## src/rtl/work_arb_pkg.sv

```systemverilog
// Shared types and helpers for the work_arbiter block: FSM state encoding,
// default result width, requester-index width helper and error payload bit.
package work_arb_pkg;

    typedef enum logic [1:0] {
        ST_IDLE   = 2'd0,
        ST_LAUNCH = 2'd1,
        ST_WAIT   = 2'd2,
        ST_RESP   = 2'd3
    } arb_state_e;

    localparam int DATA_W_DEF = 32;

    // Replicated across the result width when a job ends without a valid result.
    localparam logic ERR_DATA_BIT = 1'b0;

    // Width of a requester index; at least one bit even for tiny configurations.
    function automatic int id_width(input int n);
        return (n < 2) ? 1 : $clog2(n);
    endfunction

endpackage

```

## src/rtl/work_arbiter_rr_picker.sv

```systemverilog
// Combinational round-robin selector for work_arbiter. The search begins at
// ptr+1 and wraps, so the requester served last has the lowest priority.
module rr_picker
    import work_arb_pkg::*;
#(
    parameter int N_REQ = 4,
    parameter int ID_W  = id_width(N_REQ)
) (
    input  logic [N_REQ-1:0] req,
    input  logic [ID_W-1:0]  ptr,
    output logic             any,
    output logic [ID_W-1:0]  idx
);

    // Scan from farthest to nearest so the nearest requester after ptr overwrites last.
    always_comb begin
        any = 1'b0;
        idx = {ID_W{1'b0}};
        for (int k = N_REQ; k >= 1; k--) begin
            if (req[(int'(ptr) + k) % N_REQ]) begin
                any = 1'b1;
                idx = ID_W'((int'(ptr) + k) % N_REQ);
            end else begin
                any = any;
                idx = idx;
            end
        end
    end

endmodule

```

## src/rtl/work_arbiter.sv

```systemverilog
// work_arbiter: shares one start/finish worker among N_REQ requesters.
// A round-robin winner is launched with a one-cycle start/grant pulse, the
// worker result is captured on wk_done and returned on a valid/ready port
// tagged with the requester index. All outputs are registered.
// Optional build macro WORK_TIMEOUT_EN bounds the WAIT state to TIMEOUT
// cycles and reports an error response when the worker never finishes.
module work_arbiter
    import work_arb_pkg::*;
#(
    parameter int N_REQ   = 4,
    parameter int DATA_W  = DATA_W_DEF,
    parameter int TIMEOUT = 255
) (
    input  logic                        clk,
    input  logic                        reset,
    input  logic [N_REQ-1:0]            req,
    output logic [N_REQ-1:0]            grant,
    output logic                        busy,
    output logic                        wk_start,
    output logic                        wk_almfull,
    input  logic                        wk_done,
    input  logic                        wk_valid,
    input  logic [DATA_W-1:0]           wk_data,
    output logic                        rsp_valid,
    input  logic                        rsp_ready,
    output logic [id_width(N_REQ)-1:0]  rsp_id,
    output logic [DATA_W-1:0]           rsp_data,
    output logic                        rsp_err
);

    localparam int ID_W = id_width(N_REQ);

    arb_state_e          state_r;
    logic [ID_W-1:0]     ptr_r;
    logic [ID_W-1:0]     cur_id_r;
    logic [N_REQ-1:0]    grant_r;
    logic                busy_r;
    logic                wk_start_r;
    logic                wk_almfull_r;
    logic                rsp_valid_r;
    logic [ID_W-1:0]     rsp_id_r;
    logic [DATA_W-1:0]   rsp_data_r;
    logic                rsp_err_r;

    logic                pick_any_s;
    logic [ID_W-1:0]     pick_idx_s;
    logic                tmo_hit_s;

    rr_picker #(
        .N_REQ (N_REQ),
        .ID_W  (ID_W)
    ) u_rr_picker (
        .req (req),
        .ptr (ptr_r),
        .any (pick_any_s),
        .idx (pick_idx_s)
    );

`ifdef WORK_TIMEOUT_EN
    localparam int TMO_W = 16;
    logic [TMO_W-1:0] tmo_cnt_r;

    // Count cycles spent in WAIT; cleared in LAUNCH so it starts at zero on WAIT entry.
    always_ff @(posedge clk) begin
        if (reset) begin
            tmo_cnt_r <= {TMO_W{1'b0}};
        end else if (state_r == ST_LAUNCH) begin
            tmo_cnt_r <= {TMO_W{1'b0}};
        end else if (state_r == ST_WAIT) begin
            tmo_cnt_r <= tmo_cnt_r + {{(TMO_W-1){1'b0}}, 1'b1};
        end else begin
            tmo_cnt_r <= tmo_cnt_r;
        end
    end

    // The last permitted WAIT cycle is the one where the count equals TIMEOUT-1.
    assign tmo_hit_s = (tmo_cnt_r == TMO_W'(TIMEOUT - 1));
`else
    assign tmo_hit_s = 1'b0;
`endif

    // Main controller: state, priority pointer and every registered output.
    always_ff @(posedge clk) begin
        if (reset) begin
            state_r      <= ST_IDLE;
            ptr_r        <= ID_W'(N_REQ - 1);
            cur_id_r     <= {ID_W{1'b0}};
            grant_r      <= {N_REQ{1'b0}};
            busy_r       <= 1'b0;
            wk_start_r   <= 1'b0;
            wk_almfull_r <= 1'b0;
            rsp_valid_r  <= 1'b0;
            rsp_id_r     <= {ID_W{1'b0}};
            rsp_data_r   <= {DATA_W{1'b0}};
            rsp_err_r    <= 1'b0;
        end else begin
            // Back-pressure mirrors a stalled response one cycle late.
            wk_almfull_r <= rsp_valid_r && !rsp_ready;
            case (state_r)
                ST_IDLE: begin
                    if (pick_any_s) begin
                        cur_id_r   <= pick_idx_s;
                        grant_r    <= {{(N_REQ-1){1'b0}}, 1'b1} << pick_idx_s;
                        wk_start_r <= 1'b1;
                        busy_r     <= 1'b1;
                        state_r    <= ST_LAUNCH;
                    end else begin
                        grant_r    <= {N_REQ{1'b0}};
                        wk_start_r <= 1'b0;
                        busy_r     <= 1'b0;
                    end
                end
                ST_LAUNCH: begin
                    grant_r    <= {N_REQ{1'b0}};
                    wk_start_r <= 1'b0;
                    busy_r     <= 1'b1;
                    state_r    <= ST_WAIT;
                end
                ST_WAIT: begin
                    // A finishing worker takes precedence over a coincident timeout.
                    if (wk_done) begin
                        rsp_valid_r <= 1'b1;
                        rsp_id_r    <= cur_id_r;
                        rsp_data_r  <= wk_valid ? wk_data : {DATA_W{ERR_DATA_BIT}};
                        rsp_err_r   <= !wk_valid;
                        state_r     <= ST_RESP;
                    end else if (tmo_hit_s) begin
                        rsp_valid_r <= 1'b1;
                        rsp_id_r    <= cur_id_r;
                        rsp_data_r  <= {DATA_W{ERR_DATA_BIT}};
                        rsp_err_r   <= 1'b1;
                        state_r     <= ST_RESP;
                    end else begin
                        state_r     <= ST_WAIT;
                    end
                end
                ST_RESP: begin
                    // Payload holds until accepted; only acceptance moves the pointer.
                    if (rsp_ready) begin
                        rsp_valid_r <= 1'b0;
                        ptr_r       <= cur_id_r;
                        busy_r      <= 1'b0;
                        state_r     <= ST_IDLE;
                    end else begin
                        state_r     <= ST_RESP;
                    end
                end
                default: begin
                    grant_r     <= {N_REQ{1'b0}};
                    wk_start_r  <= 1'b0;
                    busy_r      <= 1'b0;
                    rsp_valid_r <= 1'b0;
                    state_r     <= ST_IDLE;
                end
            endcase
        end
    end

    assign grant      = grant_r;
    assign busy       = busy_r;
    assign wk_start   = wk_start_r;
    assign wk_almfull = wk_almfull_r;
    assign rsp_valid  = rsp_valid_r;
    assign rsp_id     = rsp_id_r;
    assign rsp_data   = rsp_data_r;
    assign rsp_err    = rsp_err_r;

endmodule
```

## config.mk

```make
export PLATFORM = sky130hd
export DESIGN_NAME = work_arbiter
export DESIGN_NICKNAME = d
export VERILOG_FILES = /design/src/rtl/work_arb_pkg.sv /design/src/rtl/work_arbiter_rr_picker.sv /design/src/rtl/work_arbiter.sv
export SDC_FILE = /design/constraint.sdc
export NUM_CORES = 1
export LEC_CHECK = 0
export CORE_ASPECT_RATIO = 1.4
export CORE_MARGIN = 3
export CORE_UTILIZATION = 35
export DETAILED_ROUTE_END_ITERATION = 8
export GPL_ROUTABILITY_DRIVEN = 0
export HOLD_SLACK_MARGIN = 0.06
export PLACE_DENSITY = 0.66
export SLEW_MARGIN = 40
export SYNTH_ARGS = -nofsm -noshare
export SYNTH_HDL_FRONTEND = slang
export SYNTH_HIERARCHICAL = 1
export SYNTH_SLANG_ARGS = --single-unit
```

## constraint.sdc

```tcl
create_clock -name clk -period 1.5 [get_ports clk]
set_clock_uncertainty 0.15 [all_clocks]
set_input_delay 0.3 -clock clk [delete_from_list [all_inputs] [get_ports clk]]
set_output_delay 0.3 -clock clk [all_outputs]
set_load 0.02 [all_outputs]
```

[Yosys cells after proc, flatten, opt, wreduce, memory -nomap -nowiden]
Index checks and enable logic that the tools add are counted.
Word-level totals
  register bits after elaboration: 49
  input bits: 41
  output and inout bits: 43
Cells by class
  add/sub/neg operators: 4
  magnitude comparators: 4
  equal/unequal tests: 6
  shifts and indexed selects: 1
  mux-type cells: 33
  bitwise logic cells: 4
  reduce and logical (&&, ||, !) cells: 16
Operators by type and width (number)
  32-bit two-way mux: 1
  3-bit by 4-bit < comparator with 1-bit output (second input constant): 4
  1-bit two-way mux: 16
  2-bit two-way mux: 6
  1-bit binary-select mux with 2-bit select: 4
  2-bit one-hot mux with 4 select lines: 1
  4-bit one-hot mux with 2 select lines: 1
  2-bit AND reduction: 4
  2-bit OR reduction: 4
  2-bit != test (second input constant): 3
  2-bit by 1-bit adder with 2-bit output (second input constant): 2
  2-bit adder (second input constant): 2
  1-bit AND (first input constant): 4
  2-bit equality test (second input constant): 2
  4-bit two-way mux: 1
  1-bit one-hot mux with 2 select lines: 2
  2-bit nonzero test: 2
  1-bit by 2-bit << shifter with 4-bit output (first input constant): 1
  1-bit one-hot mux with 3 select lines: 1
  3-bit AND reduction: 1
  3-bit nonzero test: 1
  2-bit by 1-bit equality test with 1-bit output (second input constant): 1
  1-bit zero test: 2
  2-bit zero test: 1
  1-bit logical AND: 1

[Logic depth before layout (Yosys ltp)]
  depth after elaboration: 13
  depth in mapped cells: 6

[Modules after synthesis]
Netlist, hierarchy kept.
By module, submodules not included
  work_arbiter: instances 1, cells each 217, area each 2110.8 µm²
  rr_picker: instances 1, cells each 14, area each 91.3 µm²

[Least setup slack after synthesis]
OpenSTA, ideal clock, no wires.
  path type: reg2reg
  from: register ptr_r[1]
  to: register grant_r[0], in the netlist grant[0]
  setup time: 0.077 ns
  data arrival time: 1.116 ns
  path slack: 0.157 ns
  cell stages (with the launch flop): 6
  buffers on the path: 0
  path through: dfxtp_1 a21oi_1 a31oi_1 a21oi_1 or2_2 o22ai_1
On the way
  longest elaborated chain between the ends: 11
  elaborated cells between the ends (all ways): 27
Ends and longest elaborated chain
  from (decl): line work_arbiter.sv:34  | logic [ID_W-1:0] ptr_r;
  from (signal assigned): line work_arbiter.sv:86  | ptr_r <= ID_W'(N_REQ - 1);
  from (signal assigned): line work_arbiter.sv:141  | ptr_r <= cur_id_r;
  2-bit by 1-bit adder with 2-bit output: line work_arbiter_rr_picker.sv:20, work_arbiter_rr_picker.sv:22
  1-bit binary-select mux with 2-bit select: line work_arbiter_rr_picker.sv:20  | if (req[(int'(ptr) + k) % N_REQ]) begin
  1-bit two-way mux (not written as such) (2 in a row): line work_arbiter_rr_picker.sv:20
  2-bit two-way mux (3 in a row): line work_arbiter_rr_picker.sv:20
  2-bit two-way mux (*): line work_arbiter_rr_picker.sv:20
  named net pick_idx_s[1]: line work_arbiter.sv:46  | logic [ID_W-1:0] pick_idx_s;
  1-bit by 2-bit << shifter with 4-bit output (*): line work_arbiter.sv:103  | grant_r <= {{(N_REQ-1){1'b0}}, 1'b1} << pick_idx_s;
  4-bit two-way mux (*): line work_arbiter.sv:101  | if (pick_any_s) begin
  4-bit one-hot mux with 2 select lines (*): line work_arbiter.sv:99  | case (state_r)
  to (signal assigned): line work_arbiter.sv:103
  to (signal assigned): line work_arbiter.sv:108  | grant_r <= {N_REQ{1'b0}};
  to (signal assigned): line work_arbiter.sv:114  | grant_r <= {N_REQ{1'b0}};
  to (decl): line work_arbiter.sv:36  | logic [N_REQ-1:0] grant_r;
Mark *: on every way through the listed nets, which the timed path passes. The rest lies on a longest branch. The select of a mux whose other input is x is not followed.
A chain may end at the register's enable or synchronous reset.

[Worst setup path after layout]
  from: register rsp_data_r[19], in the netlist rsp_data[19]
  to: output rsp_data[19]
RTL lines
  from (decl): line work_arbiter.sv:42  | logic [DATA_W-1:0] rsp_data_r;
  from (signal assigned): line work_arbiter.sv:94  | rsp_data_r <= {DATA_W{1'b0}};
  from (signal assigned): line work_arbiter.sv:124  | rsp_data_r <= wk_valid ? wk_data : {DATA_W{ERR_DATA_BIT}};
  from (signal assigned): line work_arbiter.sv:130  | rsp_data_r <= {DATA_W{ERR_DATA_BIT}};
  to (decl): line work_arbiter.sv:27  | output logic [DATA_W-1:0] rsp_data,
No word-level cell between the ends.

==> results.txt <==
- Outcome: complete, no violations
* Endpoints failing setup: 0
- Top-area cell type share of the netlist area: 0.445
- STA classifies the critical path endpoint as an output port.
- Most frequent cells after synthesis: dfxtp_1, nand2_1, a21oi_2
- Area grow syn2layout: 46.6%
* Min-Delay Path Class: in -> reg
- In this run the remaining antenna-violating nets after routing total 0.
- In the routed layout, each cell is associated on average with a via count of between 4 and 5.
* Slack of the critical path: about 0.047 ns
* End point of the critical path: rsp_data[19]
- Worst slew pin tran: about 0.27 ns
- Data arrival time of the critical path: 1.00 ns
* Standby leakage power: between 1 and 1.5 nW
- Along the worst path, the maximum fanout reaches 2.
- In this run the number of cells on the critical path is 1.
* Data required time at the worst endpoint: around 1.1 ns
- The layer flagged by global routing as most heavily used is met2.
- Dominant cell by count in the synthesized netlist: dfxtp_1
* Met3 Track Usage GR: 0.0281
- Min-Delay Startpoint: reset
- For this configuration, the core starts out at a cell density of 0.368.
- During synthesis, Yosys emitted a total of 6 warnings.
- EDFF count, synth: 0
- For the finished layout, the period the worst path requires is 1.45 ns.
* Worst Setup Slack post-DPL: -0.317 ns
- Total Die Area: about 7300 µm²
* Most used flip-flop cell after synthesis: dfxtp_1
* Reg-to-reg endpoint: grant[0]
- Setup repair after global routing left no endpoint under its margin.
- After detailed routing, the average wire length per cell comes to 13.9 µm.
* Synthesized netlist net count: around 270
* Synthesized flop and latch total: 49
- M1 GR Usage: 0.180
- Deepest clock path buffer count: 2
- DRT iter0 DRCs: between 80 and 90
- The net count of the finished layout is 364.
- Remaining max-slew budget at the tightest pin: 0.820
- Worst Reg2Reg Path Length in Cells: 5
- After global routing the overflow that remains totals 0.
* Timing-limited maximum frequency: about 690 MHz
- The floorplan step set the die width to around 73 µm.
- Detailed placement ended at an HPWL of about 4000 µm.
* Cell family with most CP delay: buffers and inverters
- Clock transition at the registers of the reported paths: roughly 0.090 ns
- Count of antenna diodes in the layout: 0
* Count of buffering cells on the critical path with inverters included: 1
- In this run the power density over the cells is between 800 and 900 nW/µm².
- Summing every instance area after synthesis gives about 2200 µm².
- Register-to-register setup slack: ~0.12 ns
* Max-Cap Viols: 0
* Number of hold-slack violations in the final timing report: 0
- CTS tree: done
* Top-Level Pins: 84
- DRC violations left: 0
- Entering global routing, the biggest net connects 21 pins.
- A synthesized cell averages ~9.5 µm².
* Post-synthesis cell type count: 29
- Vias after detailed routing: roughly 1900
- Share of layout cells above drive strength 1: 0.288
* H-Tree Depth: 2
* Largest stage delay on the critical path: about 0.36 ns
- Met2 Resource Use GR: 0.272
- WL final: 5460 µm
- Reg2Reg Launch Point: ptr_r[1]
- The worst-case IR drop observed on VDD is around 0.00037 V.
* Leading post-synthesis cells by cell area: dfxtp_1, nand3_2, a21oi_2, nand2_1, a21oi_1
* Critical Path Source Type: register
* Critical-path cell with the highest stage delay: dlygate4sd2_1
- IO buf count: 83
- After synthesis, the share of flip-flops with an asynchronous set or reset is 0.
- The clock net in this run drives a total of slightly below 50 sinks.
- In this run the vertical extent of the chip is about 100 µm.
- Post-synthesis cell count: about 230
* Core area: 5990 µm²
* Clock root cell: clkbuf_8
- Clock latency at the later pin of the worst-skew pair: 0.29 ns
- All-layer global routing usage: 0.154
- Fillers: 583
- The pre-antenna-repair detailed-routing pass consisted of 4 iterations.
* Worst-path cell chain: dlygate4sd2_1
- Number of global-route vias before repair: 1926
- Cts bufs inserted: 5
- Cell taking the most area after synthesis: dfxtp_1
* Site Rows: 33
- Of the available clock period, the critical path in the final layout requires 0.969.
- The critical path in this run is classified as reg -> out.
- Initial antenna violation count: 0
- Wire length of the first global-routing pass: slightly below 9000 µm
- Sequential-to-total area share from yosys stat: 0.445
- The design draws 0.00275 W.
* Startpoint of the worst setup timing path: rsp_data[19]
* Final count of pins violating max slew: 0
## layer usage
layer  wire length, µm  share of wire
met1              2280           0.42
met2              2870           0.53
met3               199          0.036
met4               113          0.021
met5                 0              0
## registers in the layout, indices dropped and copies added (netlist names)
register,count
wk_almfull,1
wk_start,1
rsp_err,1
rsp_valid,1
state_r,2
grant,4
rsp_data,32
busy,1
ptr_r,2
rsp_id,2
cur_id_r,2
## power by group
part	internal (W)	switching (W)	total, W
sequential	0.00136	0.0000353	0.00139
combinational	0.000285	0.000292	0.000578
clock	0.000367	0.000414	0.000781
total	0.00201	0.000741	0.00275
## worst min path at each step
| stage | depth (start not counted) | endpoint | slack [ns] |
|---|---|---|---|
| 2_1_floorplan | 1 | wk_almfull | 0.23 |
| 3_3_place_gp | 2 | rsp_data[14] | 0.29 |
| 3_5_place_dp | 2 | rsp_data[14] | 0.30 |
| 4_1_cts | 2 | grant[0] | 0.19 |
| 5_1_grt | 2 | grant[0] | 0.20 |
| 6_report | 2 | grant[0] | 0.20 |
## cell usage in the layout (no fill, tap or decap), types with 2 or more instances in the layout
cell type         n
a21oi_2          28
dfxtp_1          47
nor3_1            4
o22ai_1           4
clkbuf_8          6
dlymetal6s2s_1    4
clkdlybuf4s50_1  34
buf_2             2
mux2i_1           2
nor2_1            9
buf_4            17
nand2_1          44
buf_12            5
nand3_2          27
dfxtp_2           2
nand3_1           6
inv_1             2
a211oi_1          3
dlygate4sd2_1    43
nand2b_1          7
a21oi_1          14
## timing repair
item	4_1_cts	5_1_grt
resized for setup	44	7
pin swaps	0	0
hold endpoints to repair	0	0
setup buffers	0	0
hold buffers	0	0
setup endpoints to repair	47	7
## cell type report
cell class                 instances  area (µm²)  area share
inverter                           2        7.51     0.00233
timing repair buffer             105        1000       0.311
clock buffer                       7        86.3      0.0267
multi-input combinational        160        1060       0.328
sequential                        49         983       0.305
tap                               70        87.6      0.0271
## metrics by stage
stage,hold slack (ns),util,instances,instance area [µm²],TNS (ns)
2_1_floorplan,0.226,-,231,2200,0
3_3_place_gp,0.289,0.530,386,3170,-10.21
3_5_place_dp,0.296,0.530,386,3170,-9.77
4_1_cts,0.190,0.537,393,3210,-0.000733
5_1_grt,0.196,0.539,393,3230,0
6_report,0.204,0.539,393,3230,0
## cell families (layout without fill, tap and decap cells)
| family | Yosys count | in the layout | synth area share |
|---|---|---|---|
| AO/OA/AOI/OAI | 53 | 53 | 0.184 |
| buffers and inverters | 22 | 114 | 0.0784 |
| flip-flops | 49 | 49 | 0.445 |
| multiplexers | 2 | 2 | 0.00909 |
| AND/OR/NAND/NOR | 105 | 105 | 0.283 |
(Power assumes the default switching activity.)
